## config.mk

```make
export PLATFORM = sky130hd
export DESIGN_NAME = uart_cmd_decoder_flat
export DESIGN_NICKNAME = d
export VERILOG_FILES = /design/src/rtl/uart_cmd_decoder_if.sv /design/src/rtl/uart_cmd_decoder.sv /design/src/flat_wrapper.sv
export SDC_FILE = /design/constraint.sdc
export NUM_CORES = 1
export LEC_CHECK = 0
export CORE_ASPECT_RATIO = 1.5
export CORE_MARGIN = 3
export CORE_UTILIZATION = 60
export CTS_CLUSTER_DIAMETER = 40
export DETAILED_ROUTE_END_ITERATION = 6
export GPL_TIMING_DRIVEN = 0
export MAX_ROUTING_LAYER = met4
export PLACE_DENSITY = 0.92
export REMOVE_ABC_BUFFERS = 1
export SETUP_SLACK_MARGIN = 0.4
export SLEW_MARGIN = 20
export SYNTH_ARGS = -nofsm -noshare
export SYNTH_HDL_FRONTEND = slang
export SYNTH_SLANG_ARGS = --single-unit
```

## constraint.sdc

```tcl
create_clock -name clk -period 6.48 [get_ports clk]
set_input_delay 1.296 -clock clk [delete_from_list [all_inputs] [get_ports clk]]
set_output_delay 1.296 -clock clk [all_outputs]
set_load 0.02 [all_outputs]
```

## src/rtl/uart_cmd_decoder_if.sv

```systemverilog
// uart_cmd_decoder_if
// Groups the byte stream from the UART receiver and the decoded command
// outputs of uart_cmd_decoder into one bundle.
//   rx_done_tick : one-clk strobe, rx_data valid in the same cycle
//   rx_data      : received byte
//   cmd_valid    : one-clk strobe, cmd_addr/cmd_data hold a new command
//   cmd_addr     : address of the last valid command
//   cmd_data     : data of the last valid command
//   cmd_err      : one-clk strobe, a packet was discarded
//   err_code     : cause of the last error (01 checksum, 10 timeout)
//   busy         : decoder is inside a packet
// master drives the byte stream and consumes commands; slave is the decoder.
interface uart_cmd_decoder_if;
    logic       rx_done_tick;
    logic [7:0] rx_data;
    logic       cmd_valid;
    logic [7:0] cmd_addr;
    logic [7:0] cmd_data;
    logic       cmd_err;
    logic [1:0] err_code;
    logic       busy;

    modport master (
        output rx_done_tick, rx_data,
        input  cmd_valid, cmd_addr, cmd_data, cmd_err, err_code, busy
    );

    modport slave (
        input  rx_done_tick, rx_data,
        output cmd_valid, cmd_addr, cmd_data, cmd_err, err_code, busy
    );
endinterface

```

## src/rtl/uart_cmd_decoder.sv

```systemverilog
// uart_cmd_decoder
// Frames 4-byte packets (sync, address, data, checksum) out of the UART
// receiver byte stream and presents validated register-write commands.
// Checksum failures and stalled packets pulse cmd_err with a cause code;
// the decoder always falls back to hunting for the sync byte.
// Ports:
//   clk   : system clock (same as the UART receiver)
//   reset : asynchronous, active-high
//   bus   : uart_cmd_decoder_if.slave (byte stream in, commands out)
module uart_cmd_decoder #(
    parameter logic [7:0] SYNC_BYTE      = 8'hA5,
    parameter int         TIMEOUT_CYCLES = 50000
) (
    input logic               clk,
    input logic               reset,
    uart_cmd_decoder_if.slave bus
);

    typedef enum logic [1:0] {
        IDLE,
        ADDR,
        DATA,
        CHK
    } state_t;

    localparam logic [15:0] TIMEOUT_LAST = 16'(TIMEOUT_CYCLES - 1);

    state_t      state_q, state_d;
    logic        tick_q, tick_d;
    logic [7:0]  byte_q, byte_d;
    logic [15:0] count_q, count_d;
    logic [7:0]  addr_pend_q, addr_pend_d;
    logic [7:0]  data_pend_q, data_pend_d;
    logic        cmd_valid_q, cmd_valid_d;
    logic        cmd_err_q, cmd_err_d;
    logic [7:0]  cmd_addr_q, cmd_addr_d;
    logic [7:0]  cmd_data_q, cmd_data_d;
    logic [1:0]  err_code_q, err_code_d;
    logic [7:0]  chk_sum;
    logic        timeout_hit;

    // All state, including the registered copy of the incoming byte strobe.
    // The input stage gives the FSM and the timeout counter a common view of
    // the tick, so a byte and an expiring counter in the same cycle resolve
    // in favour of the byte, and every output lands one edge after sampling.
    always_ff @(posedge clk or posedge reset) begin
        if (reset) begin
            state_q     <= IDLE;
            tick_q      <= 1'b0;
            byte_q      <= 8'h00;
            count_q     <= 16'h0000;
            addr_pend_q <= 8'h00;
            data_pend_q <= 8'h00;
            cmd_valid_q <= 1'b0;
            cmd_err_q   <= 1'b0;
            cmd_addr_q  <= 8'h00;
            cmd_data_q  <= 8'h00;
            err_code_q  <= 2'b00;
        end else begin
            state_q     <= state_d;
            tick_q      <= tick_d;
            byte_q      <= byte_d;
            count_q     <= count_d;
            addr_pend_q <= addr_pend_d;
            data_pend_q <= data_pend_d;
            cmd_valid_q <= cmd_valid_d;
            cmd_err_q   <= cmd_err_d;
            cmd_addr_q  <= cmd_addr_d;
            cmd_data_q  <= cmd_data_d;
            err_code_q  <= err_code_d;
        end
    end

    // Next-state logic: packet framing, checksum compare and the
    // inter-byte timeout. Strobes default low so they last one clk.
    always_comb begin
        state_d     = state_q;
        tick_d      = bus.rx_done_tick;
        byte_d      = bus.rx_data;
        addr_pend_d = addr_pend_q;
        data_pend_d = data_pend_q;
        cmd_valid_d = 1'b0;
        cmd_err_d   = 1'b0;
        cmd_addr_d  = cmd_addr_q;
        cmd_data_d  = cmd_data_q;
        err_code_d  = err_code_q;
        chk_sum     = addr_pend_q + data_pend_q;

        if (tick_q || state_q == IDLE) begin
            count_d = 16'h0000;
        end else begin
            count_d = count_q + 16'd1;
        end

        timeout_hit = (state_q != IDLE) && !tick_q && (count_q == TIMEOUT_LAST);

        if (timeout_hit) begin
            state_d    = IDLE;
            cmd_err_d  = 1'b1;
            err_code_d = 2'b10;
        end else if (tick_q) begin
            // Sync is only recognised in IDLE; inside a packet it is payload.
            case (state_q)
                IDLE: begin
                    if (byte_q == SYNC_BYTE) begin
                        state_d = ADDR;
                    end
                end
                ADDR: begin
                    addr_pend_d = byte_q;
                    state_d     = DATA;
                end
                DATA: begin
                    data_pend_d = byte_q;
                    state_d     = CHK;
                end
                CHK: begin
                    if (byte_q == chk_sum) begin
                        cmd_valid_d = 1'b1;
                        cmd_addr_d  = addr_pend_q;
                        cmd_data_d  = data_pend_q;
                    end else begin
                        cmd_err_d  = 1'b1;
                        err_code_d = 2'b01;
                    end
                    state_d = IDLE;
                end
                default: state_d = IDLE;
            endcase
        end
    end

    assign bus.cmd_valid = cmd_valid_q;
    assign bus.cmd_err   = cmd_err_q;
    assign bus.cmd_addr  = cmd_addr_q;
    assign bus.cmd_data  = cmd_data_q;
    assign bus.err_code  = err_code_q;
    assign bus.busy      = (state_q != IDLE);

endmodule
```

## src/flat_wrapper.sv

```systemverilog
// flat-port wrapper written by rule: the top's interface ports become plain ports
module uart_cmd_decoder_flat 
#(
    parameter logic [7:0] SYNC_BYTE      = 8'hA5,
    parameter int         TIMEOUT_CYCLES = 50000
)
  (clk, reset, bus_rx_done_tick, bus_rx_data, bus_cmd_valid, bus_cmd_addr, bus_cmd_data, bus_cmd_err, bus_err_code, bus_busy);
  uart_cmd_decoder_if bus_i ();
  input logic clk;
  input logic reset;
  input wire logic [$bits(bus_i.rx_done_tick)-1:0] bus_rx_done_tick;
  input wire logic [$bits(bus_i.rx_data)-1:0] bus_rx_data;
  output wire logic [$bits(bus_i.cmd_valid)-1:0] bus_cmd_valid;
  output wire logic [$bits(bus_i.cmd_addr)-1:0] bus_cmd_addr;
  output wire logic [$bits(bus_i.cmd_data)-1:0] bus_cmd_data;
  output wire logic [$bits(bus_i.cmd_err)-1:0] bus_cmd_err;
  output wire logic [$bits(bus_i.err_code)-1:0] bus_err_code;
  output wire logic [$bits(bus_i.busy)-1:0] bus_busy;
  assign bus_i.rx_done_tick = bus_rx_done_tick;
  assign bus_i.rx_data = bus_rx_data;
  assign bus_cmd_valid = bus_i.cmd_valid;
  assign bus_cmd_addr = bus_i.cmd_addr;
  assign bus_cmd_data = bus_i.cmd_data;
  assign bus_cmd_err = bus_i.cmd_err;
  assign bus_err_code = bus_i.err_code;
  assign bus_busy = bus_i.busy;
  uart_cmd_decoder #(.SYNC_BYTE(SYNC_BYTE), .TIMEOUT_CYCLES(TIMEOUT_CYCLES)) u_core (.clk(clk), .reset(reset), .bus(bus_i));
endmodule
```

==> results.cfg, run 1 <==
[power_and_ir_drop]
powerDensity_nw_per_um2 = 417
peakVddDrop_mv = 0.233
power_mw = 1.45
leakagePower_nw = 1.53

[synth]
synthMuxAreaShare_pct = 13.7
synth_fa_ha_area_share_pct = 5.84
synth_xor_area_share_pct = 7.77
synth_top_area_share_pct = 54.1
synth_common_cells = dfrtp_1 (63), mux2_2 (22), nor2_1 (16)
synth_largest_area_cell = dfrtp_1
synth_compound_area_share_pct = 5.50
yosysWarnings = 0
synth.area.top_cells = dfrtp_1 (54%), mux2_2 (8.5%), ha_1 (5.2%)
yosys.area_share.simple_pct = 11.2
ys_seq_area_share_pct = 54.1
ys.flop_type = dfrtp_1
syn_area_um2 = 2910
yosysMostFrequentCell = dfrtp_1
synth_cell_types = 38
synth_top_family_by_area = multiplexers
synthCells = 230
synth-seq-cells = 63
synth-edff-count = 0
avgSynthCellArea_um2 = 12.7
async_reset_ff_share_pct = 100

[clocking]
cts_buffer_depth = 2
clock-root-buffer = clkbuf_8
clock_sinks = 63
cts_setup_buffers = 0
cts_tree = done
cts_resized = 0
cts_max_level = 3
cts_buffers = 9
clk_pin_slew_ps = 60
clock_latency_ps = 350
cts_hold_buf = 0

[placement]
hpwl_mm = 3.93
placed_cell_area_um2 = 3310
routabilityCongestion = 0.832
dpl.cell_count = 323
io_buffers = 31
dp_slack_ps = 3160

[sta]
tightest_slew_ps = 702
rsz0062_at_grt = false
fin_crit_sh_pct = 52.1
max_slew_margin_pct = 52.6
slew_violations = 0
hold_viol = 0
skew_ps = 12.3
fin_crit_ps = 3380
finalSetupViolCount = 0
fin_ws_ps = 3100
fmax_mhz = 296
fin_setup_tns_ps = 0
finalHoldWorstSlack_ps = 493

[flow_run]
max-cap-violations = 0

[worst_setup_path]
r2r_start = u_core.data_pend_q[0]$_DFFE_PP0P_
critPathLaunchType = flip-flop
required_ps = 6700
worst_setup_path_end_kind = flip-flop
slowest_stage = nor4_4
r2r_slack_ps = 3100
crit_arrival_ps = 3600
r2r_cells = 9
path_cells = ha_1, fa_1, xnor2_2, xnor2_1, nor4_2, nand4_1, nor4_4, buf_4, mux2_2
slowest_delay_ps = 590
critPathKind = reg2reg
crit_fanout = 10
reg2reg_to = u_core.bus.cmd_data[1]$_DFFE_PP0P_

[detailed_routing]
dr.pass1.iters = 4
via_per_inst = 5.70
drt-initial-drc-count = 101
ant_nets = 0
wl_mm = 5.67
avgRoutedWirePerCell_um = 16.7
num_vias = 1932
route.detailed.drc = 0

[floorplanning]
initial_utilization_pct = 63.1
die-area_um2 = 5750
dieWidth_um = 62.9
dieHeight_um = 91.4
row_count = 30
io_pins = 32
core_area_um2 = 4620

[min_path]
min-delay-start = u_core.count_q[0]$_DFF_PP0_
whs_endpoint = u_core.count_q[0]$_DFF_PP0_
holdPathStages = 1
hp-class = reg2reg

[finish]
n_antenna_cell = 0
drive_gt1_share_pct = 20.4
final_util_pct = 75.4
area_growth_pct = 19.5
fin_cells = 339
fin_area_um2 = 3480
nets = 294

[run_status]
outcome = finished, final reports clean

[grt]
grt_start_max_net_pins = 40
grt_pass1_vias = 2050
antenna_found_initial = 0
grt_use_total_pct = 22.6
grt.overflow.total = 0
grt_pass1_wl_mm = 9.51
## cell usage in the layout (no fill, tap or decap), types with 2 or more instances in the layout
cell type | Yosys | layout
a211oi_1 | 2 | 2
nor4b_1 | 2 | 2
clkinv_2 | 0 | 4
nor4_1 | 2 | 2
nand4_1 | 6 | 6
inv_1 | 8 | 7
nor3_1 | 2 | 2
or3_1 | 2 | 2
dfrtp_1 | 63 | 63
nand3_1 | 9 | 9
ha_1 | 12 | 12
nand2_1 | 12 | 12
clkbuf_8 | 0 | 11
xnor2_1 | 13 | 13
a21oi_1 | 10 | 10
and3_1 | 3 | 3
mux2_2 | 22 | 22
xor2_1 | 11 | 11
nor2_1 | 16 | 16
clkdlybuf4s50_1 | 0 | 31
mux2_4 | 10 | 10
o21bai_1 | 2 | 2
o21ai_0 | 4 | 4
## routing by layer
layer  track usage, %  up-vias  wire (µm)
li1                 -      891          -
met1             23.3      941       2120
met2             38.8       77       3090
met3             5.57       23        272
met4             12.7        0        194
met5                -        -          0
## where the power goes
| part | total, mW | leakage (nW) | switching, mW | internal, mW |
|---|---|---|---|---|
| clock | 0.300 | 0.0959 | 0.143 | 0.157 |
| combinational | 0.605 | 0.623 | 0.314 | 0.291 |
| sequential | 0.548 | 0.816 | 0.0737 | 0.474 |
| total | 1.45 | 1.53 | 0.531 | 0.922 |
## worst max-delay path, delay by kind of cell (launching register included)
kind | cells | cell delay [ps]
xor gates and xnor gates | 2 | 330
DFF | 1 | 410
muxes | 1 | 360
adders and majority gates | 2 | 710
and+or+nand+nor | 3 | 1120
buffers and inverters | 1 | 340
## area by class of cell
class | instances | area, µm²
inverters | 8 | 32.5
multi-input cells | 155 | 1280
clock buffers | 12 | 155
fillers | 288 | 1130
flip-flops and latches | 63 | 1580
well taps | 64 | 80.1
repair buffers | 33 | 338
clock inverters | 4 | 20.0
## cell families (layout without fill, tap and decap cells)
| family | count (synthesis) | count (layout) |
|---|---|---|
| AOI/OAI and AO/OA | 25 | 25 |
| DFF | 63 | 63 |
| buffers and inverters | 12 | 57 |
| and+or+nand+nor | 60 | 60 |
| muxes | 32 | 32 |
| adders and majority gates | 13 | 13 |
| xor gates and xnor gates | 25 | 25 |
## how the worst max path moves through the flow
stage                                      startpoint                                 end  slack, ps  cells after the start
floorplan           u_core.data_pend_q[0]$_DFFE_PP0P_  u_core.bus.cmd_data[1]$_DFFE_PP0P_       3350                      8
global placement                                reset          u_core.byte_q[0]$_DFF_PP0_       2650                      2
detailed placement  u_core.data_pend_q[0]$_DFFE_PP0P_  u_core.bus.cmd_data[4]$_DFFE_PP0P_       3160                      9
CTS                 u_core.data_pend_q[0]$_DFFE_PP0P_  u_core.bus.cmd_data[4]$_DFFE_PP0P_       3110                      9
global route        u_core.data_pend_q[0]$_DFFE_PP0P_  u_core.bus.cmd_data[1]$_DFFE_PP0P_       2870                      9
finish              u_core.data_pend_q[0]$_DFFE_PP0P_  u_core.bus.cmd_data[1]$_DFFE_PP0P_       3100                      9
## state kept, by name (all words and copies together), names as in the netlist
name	cells
u_core.bus.cmd_data	8
u_core.bus.cmd_addr	8
u_core.state_q	2
u_core.bus.cmd_valid	1
u_core.bus.cmd_err	1
u_core.bus.err_code	2
u_core.byte_q	8
u_core.count_q	16
u_core.addr_pend_q	8
u_core.data_pend_q	8
u_core.tick_q	1
Note: power is estimated with default switching activity, not from simulation.
==> run 2, diff against run 1 <==
- CORE_UTILIZATION: 60 -> 56
- PLACE_DENSITY: 0.92 -> 0.87
- clock period: 6.48 -> 3.3 ns (I/O delays scaled with it)
==> results.cfg, run 2 (synthesized netlist as in run 1, its figures left out) <==
[sta]
slew_violations = 0
hold_viol = 0
fin_crit_ps = 2800
rsz0062_at_grt = true
tightest_slew_ps = 670
max_slew_margin_pct = 54.9
fin_setup_tns_ps = 0
fin_ws_ps = 498
fin_crit_sh_pct = 84.9
skew_ps = 7.71
fmax_mhz = 357
finalSetupViolCount = 0

[finish]
fin_area_um2 = 3560
regMostFlops = u_core.count_q
nFillCells = 342
area_growth_pct = 22.2
largest_reg_flops = 16
final_cell_mix = dfrtp_1 (63), clkdlybuf4s50_1 (31), mux2_2 (22), nor2_1 (16)
drive_gt1_share_pct = 23.0
final_common_cell = dfrtp_1
n_antenna_cell = 0
nets = 297

[worst_setup_path]
r2r_cells = 9
crit_family = simple AND/OR/NAND/NOR gates
path_buf_inv = 1
critPathKind = reg2reg
crit_fanout = 8
required_ps = 3520
path_depth = 9
crit_arrival_ps = 3020
slowest_delay_ps = 400
slowest_stage = dfrtp_1
worst_setup_path_end_kind = flip-flop
path_cells = ha_2, fa_2, xnor2_2, xnor2_1, nor4_2, nand4_1, nor4_4, buf_6, mux2_2
critPathLaunchType = flip-flop

[floorplanning]
initial_utilization_pct = 59.2
die-area_um2 = 6120
dieHeight_um = 94.4
io_pins = 32
row_count = 31
dieWidth_um = 64.9
core_area_um2 = 4930

[min_path]
hp-class = reg2reg
holdPathStages = 1

[clocking]
cts_buffer_depth = 2
clk_pin_slew_ps = 70
cts_max_level = 3
cts_buffers = 9
clock_latency_ps = 330
cts_tree = done
clock_sinks = 63
clock-root-buffer = clkbuf_8
cts_hold_buf = 0

[detailed_routing]
via_per_inst = 5.59
num_vias = 1923
wl_mm = 5.34
ant_nets = 0
avgRoutedWirePerCell_um = 15.5
dr.pass1.iters = 4
drt-initial-drc-count = 67
route.detailed.drc = 0

[grt]
use_met3_pct = 4.64
antenna_found_initial = 0
grt_use_total_pct = 20.3
top_usage_layer = met2
grt.overflow.total = 0
use_met1_pct = 20.6
grt_pass1_wl_mm = 9.05
grt_pass1_vias = 2028
grt_start_max_net_pins = 39
met2_usage_pct = 35.2

[power_and_ir_drop]
powerDensity_nw_per_um2 = 838
peakVddDrop_mv = 0.424
power_mw = 2.99
leakagePower_nw = 1.56

[placement]
io_buffers = 31
dp_slack_ps = -23.1
placed_cell_area_um2 = 3320
routabilityCongestion = 0.828
hpwl_mm = 3.73

[flow_run]
max-cap-violations = 0

[run_status]
outcome = finished, final reports clean
==> run 2: metal layers <==
layer | share of wire [%] | vias up
met3 | 4.2 | 21
met1 | 39 | 950
met5 | 0 | -
met2 | 53 | 48
met4 | 3.7 | 0
li1 | - | 904
==> run 2: metrics by stage <==
step	hold WS, ps	cells	utilization, %
finish	480	344	72.3
global route	489	344	72.3
CTS	480	343	71.6
detailed placement	465	325	67.3
global placement	466	323	66.6
floorplan	455	226	-
==> run 2: what timing repair did <==
| item | CTS | global route |
|---|---|---|
| resized for setup | 3 | 5 |
| pin swaps | 3 | 2 |
| endpoints found under the setup margin | 19 | 19 |
| setup buffers | 2 | 1 |
| cloned | 0 | 0 |
==> run 2: cell type report <==
class	count	area, µm²	share of cell area [%]
clock buffers	12	145	4.07
clock inverters	4	45.0	1.26
inverters	8	32.5	0.913
multi-input cells	155	1310	36.7
flip-flops and latches	63	1580	44.3
well taps	66	82.6	2.32
repair buffers	36	372	10.4
==> run 2: worst paths after layout <==
kind	startpoint	to	slack [ps]
worst min register to register	u_core.bus.err_code[1]$_DFFE_PP0P_	u_core.bus.err_code[1]$_DFFE_PP0P_	480
worst max-delay path	u_core.data_pend_q[0]$_DFFE_PP0P_	u_core.bus.cmd_data[2]$_DFFE_PP0P_	500
worst max register to register	u_core.data_pend_q[0]$_DFFE_PP0P_	u_core.bus.cmd_data[2]$_DFFE_PP0P_	500
max in group asynchronous	reset	u_core.byte_q[3]$_DFF_PP0_	2160
min in group asynchronous	reset	u_core.byte_q[6]$_DFF_PP0_	640
worst min-delay path	u_core.bus.err_code[1]$_DFFE_PP0P_	u_core.bus.err_code[1]$_DFFE_PP0P_	480
==> run 2: power breakdown <==
group	leakage [nW]	total, mW	internal, mW	switching, mW
Sequential	0.816	1.07	0.932	0.135
Combinational	0.645	1.28	0.618	0.657
Clock	0.100	0.643	0.366	0.277
==> edit (config.mk and constraints of run 1) <==
Encoding of `state_t`: now one-hot (4 bits for 4 states).
--- a/src/rtl/uart_cmd_decoder.sv
+++ b/src/rtl/uart_cmd_decoder.sv
@@ -16,11 +16,11 @@
     uart_cmd_decoder_if.slave bus
 );
 
-    typedef enum logic [1:0] {
-        IDLE,
-        ADDR,
-        DATA,
-        CHK
+    typedef enum logic [3:0] {
+        IDLE = 4'b0001,
+        ADDR = 4'b0010,
+        DATA = 4'b0100,
+        CHK  = 4'b1000
     } state_t;
 
     localparam logic [15:0] TIMEOUT_LAST = 16'(TIMEOUT_CYCLES - 1);
Check against the original RTL: no difference found for any inputs over 10 cycles, from zero or initial values and one cycle with reset high; not proved beyond that.
==> edit against run 1 <==
- total power fell by 0.53%
- wire length increased by 1.4%
- cell area up 3.2%
- die area up 2.3%
- critical endpoint is now u_core.bus.cmd_data[6]
- setup slack lost 0.014 ns
- sequential cell count grew 2
- area after synthesis rose by 2.5%
==> edit: results (changes against run 1) <==
outcome -> finished, final reports clean
routability cong. -> 0.860 (+3.3%)
drt wl/cell -> 16.6 µm (-0.91%)
path depth of the worst reg2reg path -> 10 (+1)
layout cells sized above 1 -> 21.2% (+0.84 points)
DP Wirelength -> 4.01 mm (+1.8%)
Internal -> 0.930 mW (+0.93%)
Clock Tree Buf Depth -> 2 (unchanged)
hold path startpoint -> u_core.bus.err_code[1]
delay of the slowest critical-path stage -> 0.61 ns (+0.02 ns)
first-pass GRT wire length -> 9.98 mm (+5.0%)
nets@finish -> 298 (+1.4%)
vias in the first global route -> 2115 (+3.2%)
postcts setup bufs -> 0 (unchanged)
Worst Hold Path EP -> u_core.bus.err_code[1]
placed inst area -> 3400 µm² (+2.8%)
Worst IR Drop VDD -> 0.000219 V (-5.7%)
DR iter-0 viols -> 111 (+9.9%)
clk root buf -> clkbuf_8
Fin Clk Skew -> 0.0123 ns (+0.0000267 ns)
synth top area cells -> dfrtp_1, mux2_2, mux2_4
Leak Pwr -> 1.59 nW (+3.6%)
largest net degree at the start of global routing -> 41 (+2.5%)
synth unique cells -> 43 (+13%)
Filler Cell Count -> 299 (+3.8%)
crit path max fanout -> 7 (-3)
ys flop type -> dfrtp_1
sequential area share after synthesis -> 54.5% (+0.40 points)
synthesis-to-finish area growth -> 20.4%
Rel. slew slack -> 55.3% (+2.7 points)
DR vias/cell -> 5.66 (-0.64%)
GRT Resource Usage Total -> 23.1% (+0.52 points)
Reg-to-Reg End -> u_core.bus.cmd_data[6]
crit path DAT -> 3.63 ns (+0.03 ns)
synth cell count leaders -> dfrtp_1, mux2_2, nor2_1, xnor2_1, xor2_1
Largest Register -> u_core.count_q
edit: metrics by stage:
step / instances / setup WS, ns / hold slack (ns)
floorplan: 233 / 3.34 / 0.455
global placement: 328 / 2.60 / 0.467
detailed placement: 331 / 3.13 / 0.471
CTS: 347 / 3.09 / 0.487
global route: 347 / 2.90 / 0.512
finish: 347 / 3.09 / 0.488
edit: cells by family after synthesis:
| family | share of synthesized area, % |
|---|---|
| AND/OR/NAND/NOR | 12.9 |
| flip-flops | 54.5 |
| multiplexers | 13.3 |
| AO/OA/AOI/OAI | 5.74 |
| XOR/XNOR | 7.88 |
| buffers and inverters | 1.68 |
| adder cells (fa/ha/maj) | 4.02 |
edit: power by group through the flow:
| stage | Combinational, mW | Sequential [mW] | Clock, mW |
|---|---|---|---|
| 5_1_grt | 0.606 | 0.571 | 0.367 |
| 3_5_place_dp | 0.537 | 0.564 | 0 |
| 4_1_cts | 0.550 | 0.557 | 0.345 |
| 2_1_floorplan | 0.436 | 0.548 | 0 |
| 3_3_place_gp | 0.520 | 0.557 | 0 |
| 6_report | 0.548 | 0.556 | 0.341 |
edit: layout make-up:
cell class	instances	area share, %
flip-flops and latches	65	45.3
multi-input cells	161	36.4
repair buffers	34	9.82
clock buffers	11	3.93
well taps	64	2.23
clock inverters	5	1.53
inverters	7	0.801
edit: worst reg2reg max path: stages, from the launching register on:
cell,delay (ns)
dfrtp_1,0.40
ha_1,0.26
fa_1,0.48
xnor2_2,0.19
xnor2_1,0.14
nor4_2,0.30
nand4_2,0.20
nor4_4,0.61
buf_6,0.23
buf_6,0.14
mux2_2,0.33
edit: worst max-delay path by stage:
| stage | endpoint | cells past startpoint |
|---|---|---|
| after detailed placement | u_core.bus.cmd_data[6] | 10 |
| after global routing | bus_busy | 3 |
| after global placement | u_core.state_q[1] | 2 |
| final | u_core.bus.cmd_data[6] | 10 |
| after CTS | bus_busy | 3 |
| after floorplan | u_core.bus.cmd_data[1] | 8 |
edit: metal layers:
layer	GRT usage [%]	wire length (µm)
met1	25.7	2280
met2	38.6	3140
met3	4.00	168
met4	13.9	166
met5	-	0
